**src/rtl/fproc_req.sv**
```systemverilog
// Core-side fproc request initiator: issues one request, waits for the reply and holds the result.
// Optional request timeout and orphan-reply tracking are enabled by defining FPROC_TIMEOUT_EN.
module fproc_req #(
    parameter int unsigned ID_WIDTH       = 8,
    parameter int unsigned DATA_WIDTH     = 32,
    parameter int unsigned TIMEOUT_CYCLES = 1024
) (
    input  logic                  clk,
    input  logic                  reset,
    input  logic                  req_valid,
    input  logic [ID_WIDTH-1:0]   req_id,
    output logic                  req_ready,
    output logic                  result_valid,
    output logic [DATA_WIDTH-1:0] result_data,
    output logic                  result_err,
    input  logic                  result_ack,
    output logic                  busy,
    output logic                  fproc_enable,
    output logic [ID_WIDTH-1:0]   fproc_id,
    input  logic                  fproc_ready,
    input  logic [DATA_WIDTH-1:0] fproc_data,
    output logic [15:0]           timeout_count
);

    typedef enum logic [2:0] {
        StIdle,
        StIssue,
        StWait,
        StDone,
        StOrphan
    } state_e;

    state_e                state_q, state_d;
    logic [ID_WIDTH-1:0]   id_q, id_d;
    logic [DATA_WIDTH-1:0] data_q, data_d;

`ifdef FPROC_TIMEOUT_EN
    localparam int unsigned CntW = $clog2(TIMEOUT_CYCLES) + 1;

    logic [CntW-1:0] cnt_q, cnt_d;
    logic            err_q, err_d;
    logic            orphan_q, orphan_d;
    logic [15:0]     tcnt_q, tcnt_d;
`else
    logic unused_timeout_cfg;
    assign unused_timeout_cfg = (TIMEOUT_CYCLES != 0);
`endif

    always_comb begin
        state_d = state_q;
        id_d    = id_q;
        data_d  = data_q;
`ifdef FPROC_TIMEOUT_EN
        cnt_d    = cnt_q;
        err_d    = err_q;
        orphan_d = orphan_q;
        tcnt_d   = tcnt_q;
`endif
        unique case (state_q)
            StIdle: begin
                if (req_valid) begin
                    id_d    = req_id;
                    state_d = StIssue;
                end
            end
            StIssue: begin
`ifdef FPROC_TIMEOUT_EN
                cnt_d = '0;
`endif
                state_d = StWait;
            end
            StWait: begin
                // A reply in the final counted cycle still beats the timeout.
                if (fproc_ready) begin
                    data_d  = fproc_data;
`ifdef FPROC_TIMEOUT_EN
                    err_d   = 1'b0;
`endif
                    state_d = StDone;
                end
`ifdef FPROC_TIMEOUT_EN
                else if (cnt_q == CntW'(TIMEOUT_CYCLES - 1)) begin
                    data_d   = '0;
                    err_d    = 1'b1;
                    orphan_d = 1'b1;
                    if (tcnt_q != 16'hFFFF) begin
                        tcnt_d = tcnt_q + 16'd1;
                    end
                    state_d  = StDone;
                end else begin
                    cnt_d = cnt_q + CntW'(1);
                end
`endif
            end
            StDone: begin
`ifdef FPROC_TIMEOUT_EN
                // A late reply here only retires the orphan; the held result is untouched.
                if (fproc_ready) begin
                    orphan_d = 1'b0;
                end
                if (result_ack) begin
                    state_d = (orphan_q && !fproc_ready) ? StOrphan : StIdle;
                end
`else
                if (result_ack) begin
                    state_d = StIdle;
                end
`endif
            end
            StOrphan: begin
`ifdef FPROC_TIMEOUT_EN
                if (fproc_ready) begin
                    orphan_d = 1'b0;
                    state_d  = StIdle;
                end
`else
                state_d = StIdle;
`endif
            end
            default: state_d = StIdle;
        endcase
    end

    always_ff @(posedge clk) begin
        if (reset) begin
            state_q <= StIdle;
            id_q    <= '0;
            data_q  <= '0;
`ifdef FPROC_TIMEOUT_EN
            cnt_q    <= '0;
            err_q    <= 1'b0;
            orphan_q <= 1'b0;
            tcnt_q   <= '0;
`endif
        end else begin
            state_q <= state_d;
            id_q    <= id_d;
            data_q  <= data_d;
`ifdef FPROC_TIMEOUT_EN
            cnt_q    <= cnt_d;
            err_q    <= err_d;
            orphan_q <= orphan_d;
            tcnt_q   <= tcnt_d;
`endif
        end
    end

    assign req_ready    = (state_q == StIdle);
    assign busy         = (state_q != StIdle);
    assign fproc_enable = (state_q == StIssue);
    assign result_valid = (state_q == StDone);
    assign fproc_id     = id_q;
    assign result_data  = data_q;

`ifdef FPROC_TIMEOUT_EN
    assign result_err    = err_q;
    assign timeout_count = tcnt_q;
`else
    assign result_err    = 1'b0;
    assign timeout_count = 16'd0;
`endif

endmodule

```
**config.mk**
```make
export PLATFORM = sky130hd
export DESIGN_NAME = fproc_req
export DESIGN_NICKNAME = d
export VERILOG_FILES = /design/src/rtl/fproc_req.sv
export SDC_FILE = /design/constraint.sdc
export NUM_CORES = 1
export LEC_CHECK = 0
export CAP_MARGIN = 20
export CORE_ASPECT_RATIO = 0.7
export CORE_MARGIN = 2
export CORE_UTILIZATION = 43
export CTS_BUF_LIST = sky130_fd_sc_hd__clkbuf_4 sky130_fd_sc_hd__clkbuf_8
export DETAILED_ROUTE_END_ITERATION = 6
export GPL_ROUTABILITY_DRIVEN = 0
export HOLD_SLACK_MARGIN = 0.03
export PLACE_DENSITY_LB_ADDON = 0.3
export SYNTH_ARGS = -nofsm -noshare
export SYNTH_HDL_FRONTEND = slang
export SYNTH_SLANG_ARGS = --single-unit
```
**constraint.sdc**
```tcl
create_clock -name clk -period 3.8 [get_ports clk]
set_clock_uncertainty 0.2 [all_clocks]
set_input_delay 1.14 -clock clk [delete_from_list [all_inputs] [get_ports clk]]
set_output_delay 1.14 -clock clk [all_outputs]
set_load 0.1 [all_outputs]
```
==> results of run 1 <==
==> routing by layer <==
layer | up-vias | GRT usage [%] | part of all wire [%] | routed length, µm
met2 | 59 | 24.5 | 41 | 1710
met3 | 2 | 7.46 | 11 | 442
met5 | - | 0 | 0 | 0
li1 | 813 | - | - | -
met1 | 683 | 21.4 | 48 | 2000
met4 | 0 | 4.84 | 0.24 | 10
==> logic make-up (layout without fill, tap and decap cells) <==
logic type | after synthesis | in the layout | share of synthesized area (%)
AO/OA/AOI/OAI | 44 | 44 | 17.9
adder cells (fa/ha/maj) | 4 | 4 | 2.58
buffers and inverters | 35 | 102 | 14.0
flip-flops | 42 | 42 | 43.3
other | 1 | 17 | 0.193
AND/OR/NAND/NOR | 87 | 87 | 22.0
==> worst paths after layout <==
check	startpoint	end	slack (ps)	depth (start not counted)
setup reg to reg	state_q[1]	state_q[0]	2060	5
setup / recovery	state_q[0]	req_ready	950	3
hold / removal	fproc_id[7]	fproc_id[7]	260	2
hold reg to reg	fproc_id[7]	fproc_id[7]	260	2
==> flip-flops by register name, indices dropped and copies added (netlist names) <==
signal	cells
result_data	32
state_q	2
fproc_id	8
==> worst min-delay path: cells and delay by family, from the launching register on <==
family | cells | cell delay [ps]
and+or+nand+nor | 1 | 50
AOI/OAI and AO/OA | 1 | 50
DFF | 1 | 310
==> cell type report <==
cell class,instances,share of cell area [%]
sequential,42,31.1
clock inverter,1,1.11
timing repair buffer,90,28.8
multi-input combinational,152,32.8
inverter,4,0.555
tap,55,2.54
clock buffer,7,3.10
==> power by group through the flow <==
stage               clock [mW]  combinational, mW  sequential (mW)
finish                   0.353              0.937            0.535
global placement             0              0.936            0.544
CTS                      0.367              0.940            0.536
global route             0.389              0.969            0.544
detailed placement           0              0.939            0.545
floorplan                    0              0.397            0.933
==> per-stage QoR <==
stage               util [%]  hold WS [ps]  total power, mW  setup slack (ps)  instance area, µm²
floorplan                  -           285             1.33               456                2000
global placement        59.9           243             1.48              1170                2590
detailed placement      59.9           249             1.48              1120                2590
CTS                     62.5           259             1.84               936                2710
global route            62.5           278             1.90               849                2710
finish                  62.5           257             1.83               953                2710
==> Yosys cell counts <==
cell type / count
ha_1: 4
buf_4: 18
buf_2: 7
o41ai_1: 1
a21oi_2: 30
nor2b_1: 2
nand2_2: 30
o31ai_1: 1
buf_12: 4
clkbuf_1: 2
nand3_1: 8
and2_4: 1
inv_1: 4
nor2b_2: 1
o311a_1: 1
a21oi_1: 10
conb_1: 1
dfxtp_1: 42
o311ai_1: 1
nand2_1: 45
==> cells in the final DEF (no fill, tap or decap), drive strengths merged <==
cell type	count
and2	1
dfxtp	42
o31ai	1
o311ai	1
nor2b	3
buf	47
o311a	1
bufinv	1
nand3	8
clkbuf	7
conb	17
ha	4
o41ai	1
nand2	75
inv	4
clkdlybuf4s50	43
a21oi	40
==> metrics.md, run 1 <==
| Metric | Value |
|---|---|
| CTS buffer count | `5` |
| H-tree Lvls | `2` |
| Syn Inst Count | `213` |
| Max Root-Sink Buffers | `2` |
| Sequential area share after synthesis | `43.3%` |
| Setup Buffers After CTS | `0` |
| Pin count of the biggest net entering global routing | `33` |
| Slew Limit Fails | `0` |
| # hold bufs at CTS | `0` |
| Core area | `4330 µm²` |
| Critical path type | `reg2out` |
| Min-Delay Path Class | `reg2reg` |
| Fmax | `351 MHz` |
| Clock tree sinks | `42` |
| Post-synthesis cell area | `1940 µm²` |
| Gr ovfl total | `0` |
| First-pass GRT wire length | `6.47 mm` |
| First drt pass iteration count | `4` |
| Port bufs | `88` |
| Mapped Avg Cell Area | `9.12 µm²` |
| CP Data Required Time | `2460 ps` |
| Crit path DAT | `1510 ps` |
| Total negative slack | `0 ps` |
| Clk network pwr share | `19.3%` |
| CTS Root Cell | `clkbuf_8` |
| IO Pins | `106` |
| Crit end category | `output pin` |
| Status | `completed` |
| Clock slew at reported path FFs | `70 ps` |
| FF/Latch Area | `841 µm²` |
| CP max stage cell | `ha_1` |
| Seq cells post-synth | `42` |
| CTS tree | `yes` |
| CP max stage delay | `420 ps` |
| Final Setup Violations | `0` |
| Final Hold Vio Count | `0` |
| Vias in the first global route | `1388` |
| Library cells used by synthesis | `20` |
| Worst path cell trace | `inv_1, ha_1, buf_4` |
| Period minus WS final | `2850 ps` |
| Die X | `84.3 µm` |
| CP top delay family | `buffers and inverters` |
| RSZ-0062 raised after global routing | `no` |
| LEAKAGE | `1.07 nW` |
| GRT Total Usage | `16.4%` |
| FP Rows | `20` |
| Via density | `4.44` |
| Placed wire-length estimate | `3.00 mm` |
| Buffers and inverters on the worst path | `2` |
| P_sw | `921 µW` |
| Initial antenna violation count | `0` |
| Maximum VDD drop | `444 µV` |
| Multi-input gate area | `888 µm²` |
| Startpoint Class | `register` |
| Slew HR | `49.4%` |
| Internal power | `905 µW` |
| Clock Latency Late Sink | `280 ps` |
| Crit-path max FO | `13` |
| # DRC | `0` |
| Layout Nets | `344` |
| CTS resizes | `0` |
| Pwr dens | `674 nW/µm²` |
| Max-Cap Viols | `0` |
| Synth area leaders | `dfxtp_1, a21oi_2, nand2_2, nand2_1, buf_4` |
| Share of cells above drive strength 1 | `39.5%` |
| Die Height | `60.2 µm` |
| Power share of the combinational group | `51.3%` |
| Placed cell count | `343` |
| Final ANT Viol Nets | `0` |
| Die area | `5080 µm²` |
| Area grow syn2layout | `39.4%` |
| Area fraction of the dominant cell type after synthesis | `43.3%` |
| Net switching fraction of the power | `50.4%` |
| Routed Wire Length | `4.16 mm` |
| Worst slew pin tran | `759 ps` |
| Total number of vias | `1557` |
| Reg power frac | `29.3%` |
| Filler cell count | `381` |
| Initial Util | `44.9%` |
| Final period utilization | `74.9%` |
| Area leader, netlist | `dfxtp_1` |
| Synthesis Warnings | `0` |
| Initial DRC count | `20` |
| N_diodes | `0` |
| DR WL/cell | `11.8 µm` |
| Post-Layout Cell Count | `351` |
Power figures use the tool's default switching activity.
==> run 2: changes to the inputs <==
--- a/config.mk
+++ b/config.mk
@@ -8,7 +8,7 @@
 export CAP_MARGIN = 20
 export CORE_ASPECT_RATIO = 0.7
 export CORE_MARGIN = 2
-export CORE_UTILIZATION = 43
+export CORE_UTILIZATION = 40
 export CTS_BUF_LIST = sky130_fd_sc_hd__clkbuf_4 sky130_fd_sc_hd__clkbuf_8
 export DETAILED_ROUTE_END_ITERATION = 6
 export GPL_ROUTABILITY_DRIVEN = 0
==> constraint.sdc (replaced) <==
create_clock -name clk -period 2.8 [get_ports clk]
set_clock_uncertainty 0.2 [all_clocks]
set_input_delay 0.84 -clock clk [delete_from_list [all_inputs] [get_ports clk]]
set_output_delay 0.84 -clock clk [all_outputs]
set_load 0.1 [all_outputs]
==> run 2 against run 1 <==
Compared with the run above: highest routed layer unchanged; critical path depth increased by 1; routed wire length up 4.2%; via count grew 1.6%; count of clock-buffer cells in the layout did not move; register-to-register slack worse by 950 ps.
==> metrics.md, run 2 (synthesis gave the netlist of run 1 again) <==
| Metric | Value |
|---|---|
| Status | `completed` |
| Period minus WS final | `2440 ps` |
| Die Height | `62.3 µm` |
| Crit end category | `output pin` |
| LEAKAGE | `1.08 nW` |
| R2r setup slk | `1110 ps` |
| Final worst setup slack | `356 ps` |
| CTS resizes | `0` |
| IO Pins | `106` |
| Total power | `2.46 mW` |
| Port bufs | `88` |
| Max-Cap Viols | `0` |
| Final Hold Vio Count | `0` |
| Setup Buffers After CTS | `0` |
| Endpoint, Worst Hold | `fproc_id[6]` |
| DP Area | `2640 µm²` |
| GRT Total Usage | `16.0%` |
| Multi-input gate area | `891 µm²` |
| Routed Wire Length | `4.33 mm` |
| Post-Layout Inst Area | `2730 µm²` |
| CTS tree | `yes` |
| Hold depth | `2` |
| Initial DRC count | `49` |
| Max Root-Sink Buffers | `2` |
| Final ANT Viol Nets | `0` |
| Fmax | `409 MHz` |
| Critical path type | `reg2out` |
| Crit-path max FO | `13` |
| CTS Root Cell | `clkbuf_8` |
| First-pass GRT wire length | `6.87 mm` |
| Final period utilization | `87.3%` |
| Hold_sp | `fproc_id[6]` |
| CP Data Required Time | `1760 ps` |
| Core area | `4730 µm²` |
| DR WL/cell | `12.2 µm` |
| Via density | `4.46` |
| Maximum VDD drop | `396 µV` |
| Worst slew pin tran | `528 ps` |
| Die X | `87.3 µm` |
| Clock Latency Late Sink | `280 ps` |
| First drt pass iteration count | `3` |
| Pre-CTS setup slack | `389 ps` |
| Layout Utilization | `57.8%` |
| Vias in the first global route | `1509` |
| Initial antenna violation count | `0` |
| Initial Util | `41.1%` |
| R2r worst-path depth | `5` |
| Worst Setup SP | `state_q[0]` |
| Filler cell count | `434` |
| Layout Nets | `346` |
| # DRC | `0` |
| CTS buffer count | `5` |
| Share of cells above drive strength 1 | `40.3%` |
| RR Startpoint | `state_q[0]` |
| FF/Latch Area | `841 µm²` |
| Area grow syn2layout | `40.8%` |
| Pin count of the biggest net entering global routing | `33` |
| Clock slew at reported path FFs | `80 ps` |
| H-tree Lvls | `2` |
| Reg2reg end | `result_data[27]` |
| Placed wire-length estimate | `3.18 mm` |
| Die area | `5440 µm²` |
| N_diodes | `0` |
| Clock tree sinks | `42` |
| Gr ovfl total | `0` |
| RSZ-0062 raised after global routing | `no` |
| Crit path DAT | `1400 ps` |
| Slew HR | `64.8%` |
| Commonest cells after routing, fill and taps aside | `buf_4, nand2_1, clkdlybuf4s50_1` |
| Slew Limit Fails | `0` |
| Pwr dens | `900 nW/µm²` |
| Total number of vias | `1582` |
| Final Setup Violations | `0` |
| FP Rows | `21` |
| Min-Delay Path Class | `reg2reg` |
| Largest register FFs | `32` |
| Total negative slack | `0 ps` |
| Startpoint Class | `register` |
| # hold bufs at CTS | `0` |
| Most common cell after layout, fill and taps aside | `buf_4` |
[run 2: changes by cell type in the layout (fill, tap and decap cells not counted), sizes merged]
cell | previous run | this run
buf | 47 | 49
clkinv | 0 | 1
bufinv | 1 | 0
[run 2: worst max-delay path by stage]
stage                            endpoint  cells past startpoint
after global routing                 busy                      4
after global placement    result_data[27]                      4
after floorplan                      busy                      4
final                                busy                      4
after CTS                            busy                      4
after detailed placement  result_data[27]                      4
[run 2: critical path, stage by stage, from the launching register on]
cell	delay, ps
dfxtp_1	330
inv_1	100
ha_2	370
inv_1	130
buf_12	180
[run 2: area by class of cell]
| type | count | area share, % |
|---|---|---|
| multi-input cells | 152 | 32.6 |
| clock buffers | 7 | 3.30 |
| flip-flops and latches | 42 | 30.8 |
| clock inverters | 1 | 0.183 |
| well taps | 57 | 2.61 |
| inverters | 4 | 0.549 |
| repair buffers | 92 | 30.0 |
[run 2: per-stage QoR]
stage                     hold WS, ps  instances
after floorplan                   285        229
after global placement            243        347
after detailed placement          247        347
after CTS                         258        355
after global routing              277        355
final                             257        355
[run 2: routing by layer]
layer  share of wire (%)  global-route usage [%]  wire length [µm]
met1                  45                    19.3              1970
met2                  45                    26.0              1960
met3                 8.3                    6.25               358
met4                0.95                    5.19                41
met5                   0                       0                 0
[run 2: where the power goes]
group          internal (mW)  total [mW]  switching [mW]
sequential             0.679       0.727          0.0477
clock                  0.209       0.410           0.201
combinational          0.303        1.32            1.02
==> run 3: changes to the inputs <==
--- a/config.mk
+++ b/config.mk
@@ -11,9 +11,9 @@
 export CORE_UTILIZATION = 40
 export CTS_BUF_LIST = sky130_fd_sc_hd__clkbuf_4 sky130_fd_sc_hd__clkbuf_8
 export DETAILED_ROUTE_END_ITERATION = 6
-export GPL_ROUTABILITY_DRIVEN = 0
 export HOLD_SLACK_MARGIN = 0.03
 export PLACE_DENSITY_LB_ADDON = 0.3
+export SLEW_MARGIN = 20
 export SYNTH_ARGS = -nofsm -noshare
 export SYNTH_HDL_FRONTEND = slang
 export SYNTH_SLANG_ARGS = --single-unit
==> results of run 3 <==
No change in the layout: final DEF, timing and power equal those of run 2.
